### config.mk
export PLATFORM = sky130hd
export DESIGN_NAME = uart_word_sender_flat
export DESIGN_NICKNAME = d
export VERILOG_FILES = /design/src/rtl/uart_word_sender_if.sv /design/src/rtl/uart_word_sender.sv /design/src/flat_wrapper.sv
export SDC_FILE = /design/constraint.sdc
export NUM_CORES = 1
export LEC_CHECK = 0
export ABC_CLOCK_PERIOD_IN_PS = 3200
export CAP_MARGIN = 20
export CORE_UTILIZATION = 53
export DETAILED_ROUTE_END_ITERATION = 8
export PLACE_DENSITY_LB_ADDON = 0.2
export SYNTH_ARGS = -nofsm -noshare
export SYNTH_HDL_FRONTEND = slang
export SYNTH_SLANG_ARGS = --single-unit
### constraint.sdc
create_clock -name clk -period 3.2 [get_ports clk]
set_clock_uncertainty 0.2 [all_clocks]
set_input_delay 0.64 -clock clk [delete_from_list [all_inputs] [get_ports clk]]
set_output_delay 0.64 -clock clk [all_outputs]
set_load 0.1 [all_outputs]
### src/rtl/uart_word_sender_if.sv
// ---------------------------------------------------------------------------
// uart_word_sender_if
// Purpose: valid/ready character channel between the word sender and the
//          UART transmitter.
// Signals:
//   tx_data   8  ASCII character offered to the UART TX
//   tx_valid  1  tx_data holds a character waiting to be taken
//   tx_ready  1  UART TX takes tx_data in a cycle where tx_valid is also high
// Modports:
//   master  the word sender (drives data/valid, observes ready)
//   slave   the UART TX (observes data/valid, drives ready)
// ---------------------------------------------------------------------------
interface uart_word_sender_if;
  logic [7:0] tx_data;
  logic       tx_valid;
  logic       tx_ready;

  modport master (output tx_data, output tx_valid, input tx_ready);
  modport slave  (input tx_data, input tx_valid, output tx_ready);
endinterface

### src/rtl/uart_word_sender.sv
// ---------------------------------------------------------------------------
// uart_word_sender
// Purpose: turns a 32-bit word from the monitor logic into eight uppercase
//          ASCII hex characters, followed either by a separator or by CR/LF.
//          The characters go to the UART TX over a valid/ready channel.
//          Once the whole word and its trailer have been taken,
//          o_flushing_wq pulses for one cycle so the dump state machine can
//          move on.
// Parameters:
//   WORDS_PER_LINE  words per output line before CR/LF (1..255)
//   SEP_CHAR        character sent after a word that does not end a line
// Ports:
//   clk                clock
//   rst_n              asynchronous active-low reset
//   i_rdata_snd_start  start pulse, only honoured while idle
//   i_rdata_snd        word to send, captured on an accepted start
//   i_crlf_force       captured with start: end this word with CR/LF
//   i_line_clr         clears the words-per-line counter
//   tx                 character channel to the UART TX (master side)
//   o_flushing_wq      1-cycle pulse once word and trailer are accepted
//   o_busy             high whenever the sender is not idle
// ---------------------------------------------------------------------------
module uart_word_sender #(
  parameter int         WORDS_PER_LINE = 4,
  parameter logic [7:0] SEP_CHAR       = 8'h20
) (
  input  logic                      clk,
  input  logic                      rst_n,
  input  logic                      i_rdata_snd_start,
  input  logic [31:0]               i_rdata_snd,
  input  logic                      i_crlf_force,
  input  logic                      i_line_clr,
  uart_word_sender_if.master        tx,
  output logic                      o_flushing_wq,
  output logic                      o_busy
);

  typedef enum logic [2:0] {
    ST_IDLE,
    ST_HEX,
    ST_SEP,
    ST_CR,
    ST_LF,
    ST_DONE
  } state_t;

  localparam logic [7:0] LAST_CNT = 8'(WORDS_PER_LINE - 1);

  state_t      r_state;
  state_t      w_state_nxt;
  logic [31:0] r_word;
  logic        r_force;
  logic [2:0]  r_nib_cnt;
  logic [2:0]  w_nib_nxt;
  logic [7:0]  r_word_cnt;
  logic [7:0]  w_word_cnt_nxt;
  logic [7:0]  r_tx_data;
  logic [7:0]  w_tx_data_nxt;
  logic        r_tx_valid;
  logic        w_tx_valid_nxt;
  logic        r_flush;
  logic        w_flush_nxt;
  logic        w_latch;
  logic        w_accept;
  logic [2:0]  w_nib_inc;
  logic [31:0] w_word_shift;
  logic [7:0]  w_cnt_seen;
  logic        w_line_end;

  // Nibble to ASCII: 0-9 map onto '0'-'9', A-F onto 'A'-'F'.
  function automatic logic [7:0] hex_char(input logic [3:0] n);
    if (n < 4'd10) return 8'h30 + {4'h0, n};
    else           return 8'h37 + {4'h0, n};
  endfunction

  assign w_accept     = r_tx_valid & tx.tx_ready;
  assign w_nib_inc    = r_nib_cnt + 3'd1;
  // Moves the next nibble to be sent into the top four bits.
  assign w_word_shift = r_word << {w_nib_inc, 2'b00};
  // A line clear in the same cycle as the end-of-line decision is honoured.
  assign w_cnt_seen   = i_line_clr ? 8'd0 : r_word_cnt;
  assign w_line_end   = r_force | (w_cnt_seen == LAST_CNT);

  // The next character and tx_valid are computed here and registered below.
  // This keeps tx_valid a flop output while still allowing one character
  // per cycle when the UART is always ready.
  always_comb begin
    w_state_nxt    = r_state;
    w_nib_nxt      = r_nib_cnt;
    w_tx_data_nxt  = r_tx_data;
    w_tx_valid_nxt = r_tx_valid;
    w_flush_nxt    = 1'b0;
    w_latch        = 1'b0;
    w_word_cnt_nxt = i_line_clr ? 8'd0 : r_word_cnt;

    case (r_state)
      ST_IDLE: begin
        if (i_rdata_snd_start) begin
          w_latch        = 1'b1;
          w_nib_nxt      = 3'd0;
          w_tx_data_nxt  = hex_char(i_rdata_snd[31:28]);
          w_tx_valid_nxt = 1'b1;
          w_state_nxt    = ST_HEX;
        end
      end
      ST_HEX: begin
        if (w_accept) begin
          if (r_nib_cnt == 3'd7) begin
            if (w_line_end) begin
              w_tx_data_nxt = 8'h0D;
              w_state_nxt   = ST_CR;
            end else begin
              w_tx_data_nxt = SEP_CHAR;
              w_state_nxt   = ST_SEP;
            end
          end else begin
            w_nib_nxt     = w_nib_inc;
            w_tx_data_nxt = hex_char(w_word_shift[31:28]);
          end
        end
      end
      ST_SEP: begin
        if (w_accept) begin
          if (!i_line_clr) w_word_cnt_nxt = r_word_cnt + 8'd1;
          w_tx_data_nxt  = 8'h00;
          w_tx_valid_nxt = 1'b0;
          w_flush_nxt    = 1'b1;
          w_state_nxt    = ST_DONE;
        end
      end
      ST_CR: begin
        if (w_accept) begin
          w_tx_data_nxt = 8'h0A;
          w_state_nxt   = ST_LF;
        end
      end
      ST_LF: begin
        if (w_accept) begin
          w_word_cnt_nxt = 8'd0;
          w_tx_data_nxt  = 8'h00;
          w_tx_valid_nxt = 1'b0;
          w_flush_nxt    = 1'b1;
          w_state_nxt    = ST_DONE;
        end
      end
      ST_DONE: begin
        w_state_nxt = ST_IDLE;
      end
      default: begin
        w_tx_valid_nxt = 1'b0;
        w_state_nxt    = ST_IDLE;
      end
    endcase
  end

  // State and output registers. A reset mid-word drops the partial word.
  always_ff @(posedge clk or negedge rst_n) begin
    if (!rst_n) begin
      r_state    <= ST_IDLE;
      r_word     <= 32'd0;
      r_force    <= 1'b0;
      r_nib_cnt  <= 3'd0;
      r_word_cnt <= 8'd0;
      r_tx_data  <= 8'd0;
      r_tx_valid <= 1'b0;
      r_flush    <= 1'b0;
    end else begin
      r_state    <= w_state_nxt;
      r_nib_cnt  <= w_nib_nxt;
      r_word_cnt <= w_word_cnt_nxt;
      r_tx_data  <= w_tx_data_nxt;
      r_tx_valid <= w_tx_valid_nxt;
      r_flush    <= w_flush_nxt;
      if (w_latch) begin
        r_word  <= i_rdata_snd;
        r_force <= i_crlf_force;
      end
    end
  end

  assign tx.tx_data    = r_tx_data;
  assign tx.tx_valid   = r_tx_valid;
  assign o_flushing_wq = r_flush;
  assign o_busy        = (r_state != ST_IDLE);

endmodule

### src/flat_wrapper.sv
// flat-port wrapper written by rule: the top's interface ports become plain ports
module uart_word_sender_flat 
#(
  parameter int         WORDS_PER_LINE = 4,
  parameter logic [7:0] SEP_CHAR       = 8'h20
)
  (clk, rst_n, i_rdata_snd_start, i_rdata_snd, i_crlf_force, i_line_clr, o_flushing_wq, o_busy, tx_tx_data, tx_tx_valid, tx_tx_ready);
  uart_word_sender_if tx_i ();
  input  logic clk;
  input  logic rst_n;
  input  logic i_rdata_snd_start;
  input  logic [31:0] i_rdata_snd;
  input  logic i_crlf_force;
  input  logic i_line_clr;
  output logic o_flushing_wq;
  output logic o_busy;
  output wire logic [$bits(tx_i.tx_data)-1:0] tx_tx_data;
  output wire logic [$bits(tx_i.tx_valid)-1:0] tx_tx_valid;
  input wire logic [$bits(tx_i.tx_ready)-1:0] tx_tx_ready;
  assign tx_tx_data = tx_i.tx_data;
  assign tx_tx_valid = tx_i.tx_valid;
  assign tx_i.tx_ready = tx_tx_ready;
  uart_word_sender #(.WORDS_PER_LINE(WORDS_PER_LINE), .SEP_CHAR(SEP_CHAR)) u_core (.clk(clk), .rst_n(rst_n), .i_rdata_snd_start(i_rdata_snd_start), .i_rdata_snd(i_rdata_snd), .i_crlf_force(i_crlf_force), .i_line_clr(i_line_clr), .tx(tx_i), .o_flushing_wq(o_flushing_wq), .o_busy(o_busy));
endmodule
==> results.sh <==
export IMPL_crit_path_max_incr_delay_ns=0.57
export IMPL_synthToLayoutAreaGrowth_pct=20.73
export IMPL_clk_pin_slew_ns=0.11
export IMPL_num_antenna_cells=0
export IMPL_syn_nets=300
export IMPL_drtAntennaViolNets=0
export IMPL_rows=26
export IMPL_first_global_vias=2081
export IMPL_portBuffers=47
export IMPL_place_inst=364
export IMPL_status="completed"
export IMPL_p_clk_share_pct=12.4
export IMPL_cp_slowest_cell="ha_1"
export IMPL_postCtsSetupBuffers=0
export IMPL_tns_ns=0
export IMPL_start_util_pct=56.12
export IMPL_hold_viol=0
export IMPL_synth_largest_area_cell="dfrtp_1"
export IMPL_maxSlewHeadroom_pct=47.66
export IMPL_arrival_ns=2.74
export IMPL_antenna_found_initial=0
export IMPL_layout_nets=344
export IMPL_vias=2128
export IMPL_coreArea_um2=5238
export IMPL_yosysWarnings=0
export IMPL_dieArea_um2=5847
export IMPL_ir_drop_mv=0.6110
export IMPL_path_cells="ha_1, mux4_2, mux2i_1, ha_1, o21ai_1, a31oi_1, o21ai_0"
export IMPL_clk_path_buf_depth=2
export IMPL_grt_pass1_wl_um=10130
export IMPL_wirelength_um=5985
export IMPL_endpoint_kind="register"
export IMPL_crit_type="register to register"
export IMPL_r2r_start="u_core.r_nib_cnt[0]"
export IMPL_crit_family="multiplexers"
export IMPL_r2r_end="u_core.tx.tx_data[6]"
export IMPL_synthCells=257
export IMPL_cts_hold_buf=0
export IMPL_min_period_over_period_pct=86.53
export IMPL_syn_area_um2=2939
export IMPL_finalHoldWorstSlack_ns=0.2601
export IMPL_grt_overflow=0
export IMPL_grt_start_max_net_pins=57
export IMPL_tritoncts="built"
export IMPL_dieHeight_um=76.47
export IMPL_startpoint_type="register"
export IMPL_setup_violations=0
export IMPL_cp_num_cells=7
export IMPL_drive_gt1_share_pct=22.85
export IMPL_utilization_pct=67.75
export IMPL_p_sw_mw=1.639
export IMPL_globalplace_congestion=0.8178
export IMPL_drtIter0Drc=154
export IMPL_numCtsBuffers=5
export IMPL_tightest_slew_ns=0.7790
export IMPL_first_pass_iters=4
export IMPL_grt_usage_pct=22.35
export IMPL_htree_levels=2
export IMPL_cp_required_ns=3.17
export IMPL_fmax_ghz=0.3611
export IMPL_power_frac_comb_pct=56.5
export IMPL_syn_avg_cell_area_um2=11.44
export IMPL_ys_ff_latch=56
export IMPL_ff2ff_path_depth=7
export IMPL_p_int_mw=2.191
export IMPL_ff2ff_setup_slack_ns=0.43
export IMPL_wl_per_cell_um=16.09
export IMPL_final_cell_count_no_fill=372
export IMPL_grt_setup_unrepaired="false"
export IMPL_synth_cell_types=48
export IMPL_clk_latency_ns=0.31
export IMPL_seq_area_frac_synth_pct=47.68
export IMPL_boundaryPins=49
export IMPL_clock_root_buffer="clkbuf_8"
export IMPL_cellLeakagePower_nw=1.486
export IMPL_hold_class="input pin to asynchronous set/reset pin"
export IMPL_die_x_um=76.47
export IMPL_viasPerCell=5.720
export IMPL_synth_area_leaders="dfrtp_1 48%, mux2_2 13%, mux4_2 4.6%"
export IMPL_synth_top_area_share_pct=47.68
export IMPL_dp_hpwl_um=4339
export IMPL_p_sw_share_pct=42.80
export IMPL_cts_sinks=56
export IMPL_drc_errors=0
export IMPL_fillCellCount=392
export IMPL_maxCapViolCount=0
export IMPL_cp_max_fo=7
export IMPL_drv_slew=0
export IMPL_cp_num_buf_inv=0
export IMPL_period_needed_ns=2.769
export IMPL_cts_resized=0
export IMPL_cpMostUsedCell="ha_1"
export IMPL_pwr_share_seq_pct=31.1
export IMPL_pwr_density_cell_nw_per_um2=1079
==> Yosys cell counts, drive strengths merged <==
library cell,count
mux2,36
or3,2
and3,4
o22ai,3
xnor2,2
a21boi,2
nor4,1
ha,5
nand2b,4
a32o,1
dfrtp,56
a21o,1
clkbuf,7
a221o,1
nor3b,2
nor3,8
o21ai,21
nand4,3
nor2,12
and4b,1
o211ai,1
nand3,5
and2,4
conb,1
o31ai,4
mux2i,5
buf,7
inv,5
nor4b,1
a21oi,17
a31oi,7
and4,1
nand2,15
nor2b,1
a211oi,2
or2,1
mux4,8
==> final cells by class <==
type / count / area (um2) / area share [%]
multi-input cells: 182 / 1455 / 41.01
well taps: 70 / 87.58 / 2.468
inverters: 5 / 18.77 / 0.5289
clock inverters: 3 / 46.29 / 1.305
clock buffers: 5 / 68.82 / 1.939
repair buffers: 51 / 470.5 / 13.26
flip-flops and latches: 56 / 1401 / 39.49
==> worst max-delay path by stage <==
stage                              from  slack, ns              endpoint
detailed placement          tx_tx_ready       0.41   u_core.r_nib_cnt[2]
global route        u_core.r_nib_cnt[1]       0.26  u_core.tx.tx_data[2]
finish              u_core.r_nib_cnt[0]       0.43  u_core.tx.tx_data[6]
CTS                 u_core.r_nib_cnt[1]       0.45  u_core.tx.tx_data[6]
global placement            tx_tx_ready       0.48   u_core.r_nib_cnt[1]
floorplan            u_core.tx.tx_valid       0.52   u_core.r_nib_cnt[1]
==> layout by cell type (no fill, tap or decap), drive strengths merged, types with 2 or more instances in the layout <==
cell           netlist  final
a31oi                7      7
o31ai                4      4
a21boi               2      2
nand4                3      3
nand2b               4      4
mux4                 8      8
xnor2                2      2
ha                   5      5
a211oi               2      2
nand2               15     15
nor2                12     12
o21ai               21     21
o22ai                3      3
buf                  7     15
or3                  2      2
clkbuf               7      5
nand3                5      5
nor3b                2      2
and3                 4      4
clkdlybuf4s50        0     36
and2                 4      4
inv                  5      6
nor3                 8      8
dfrtp               56     56
mux2                36     36
a21oi               17     17
mux2i                5      5
==> through the flow <==
stage	total power, mW	setup slack [ns]	instance area [um2]
after floorplan	2.908	0.5194	2939
after global placement	3.304	0.4775	3433
after detailed placement	3.354	0.4135	3433
after CTS	3.837	0.4509	3548
after global routing	4.078	0.2638	3548
final	3.830	0.4309	3548
==> registers in the layout, indices dropped and copies added, names as in the netlist <==
name	flops
u_core.o_flushing_wq	1
u_core.r_state	3
u_core.r_force	1
u_core.r_word	32
u_core.tx.tx_valid	1
u_core.tx.tx_data	7
u_core.r_nib_cnt	3
u_core.r_word_cnt	8
==> cell families after synthesis <==
kind of cell / Yosys count / synth area share (%)
buffers and inverters: 19 / 3.022
multiplexers: 49 / 22.86
AO/OA/AOI/OAI: 60 / 11.84
other: 1 / 0.1276
adder cells (fa/ha/maj): 5 / 2.129
AND/OR/NAND/NOR: 65 / 11.75
flip-flops: 56 / 47.68
XOR/XNOR: 2 / 0.5961
==> routing by layer <==
metal	wire, um	vias to the layer above	part of all wire [%]	global-route usage [%]
met5	0	-	0	0
met4	36	0	0.60	6.154
met3	187	4	3.1	4.790
met2	2919	47	49	35.77
met1	2841	1032	47	30.84
li1	-	1045	-	-
==> worst register-to-register path: cells and delay by family, from the launching register on <==
kind                     cells  cell delay, ns
AO/OA/AOI/OAI                3            0.38
adder cells (fa/ha/maj)      2            0.81
flip-flops                   1            0.40
multiplexers                 2            0.84
==> power by group through the flow <==
stage	Clock [mW]	Combinational (mW)	Sequential, mW
2_1_floorplan	0	1.44	1.47
3_3_place_gp	0	2.11	1.19
3_5_place_dp	0	2.15	1.21
4_1_cts	0.489	2.16	1.19
5_1_grt	0.518	2.33	1.23
6_report	0.476	2.16	1.19
(Power assumes the default switching activity.)
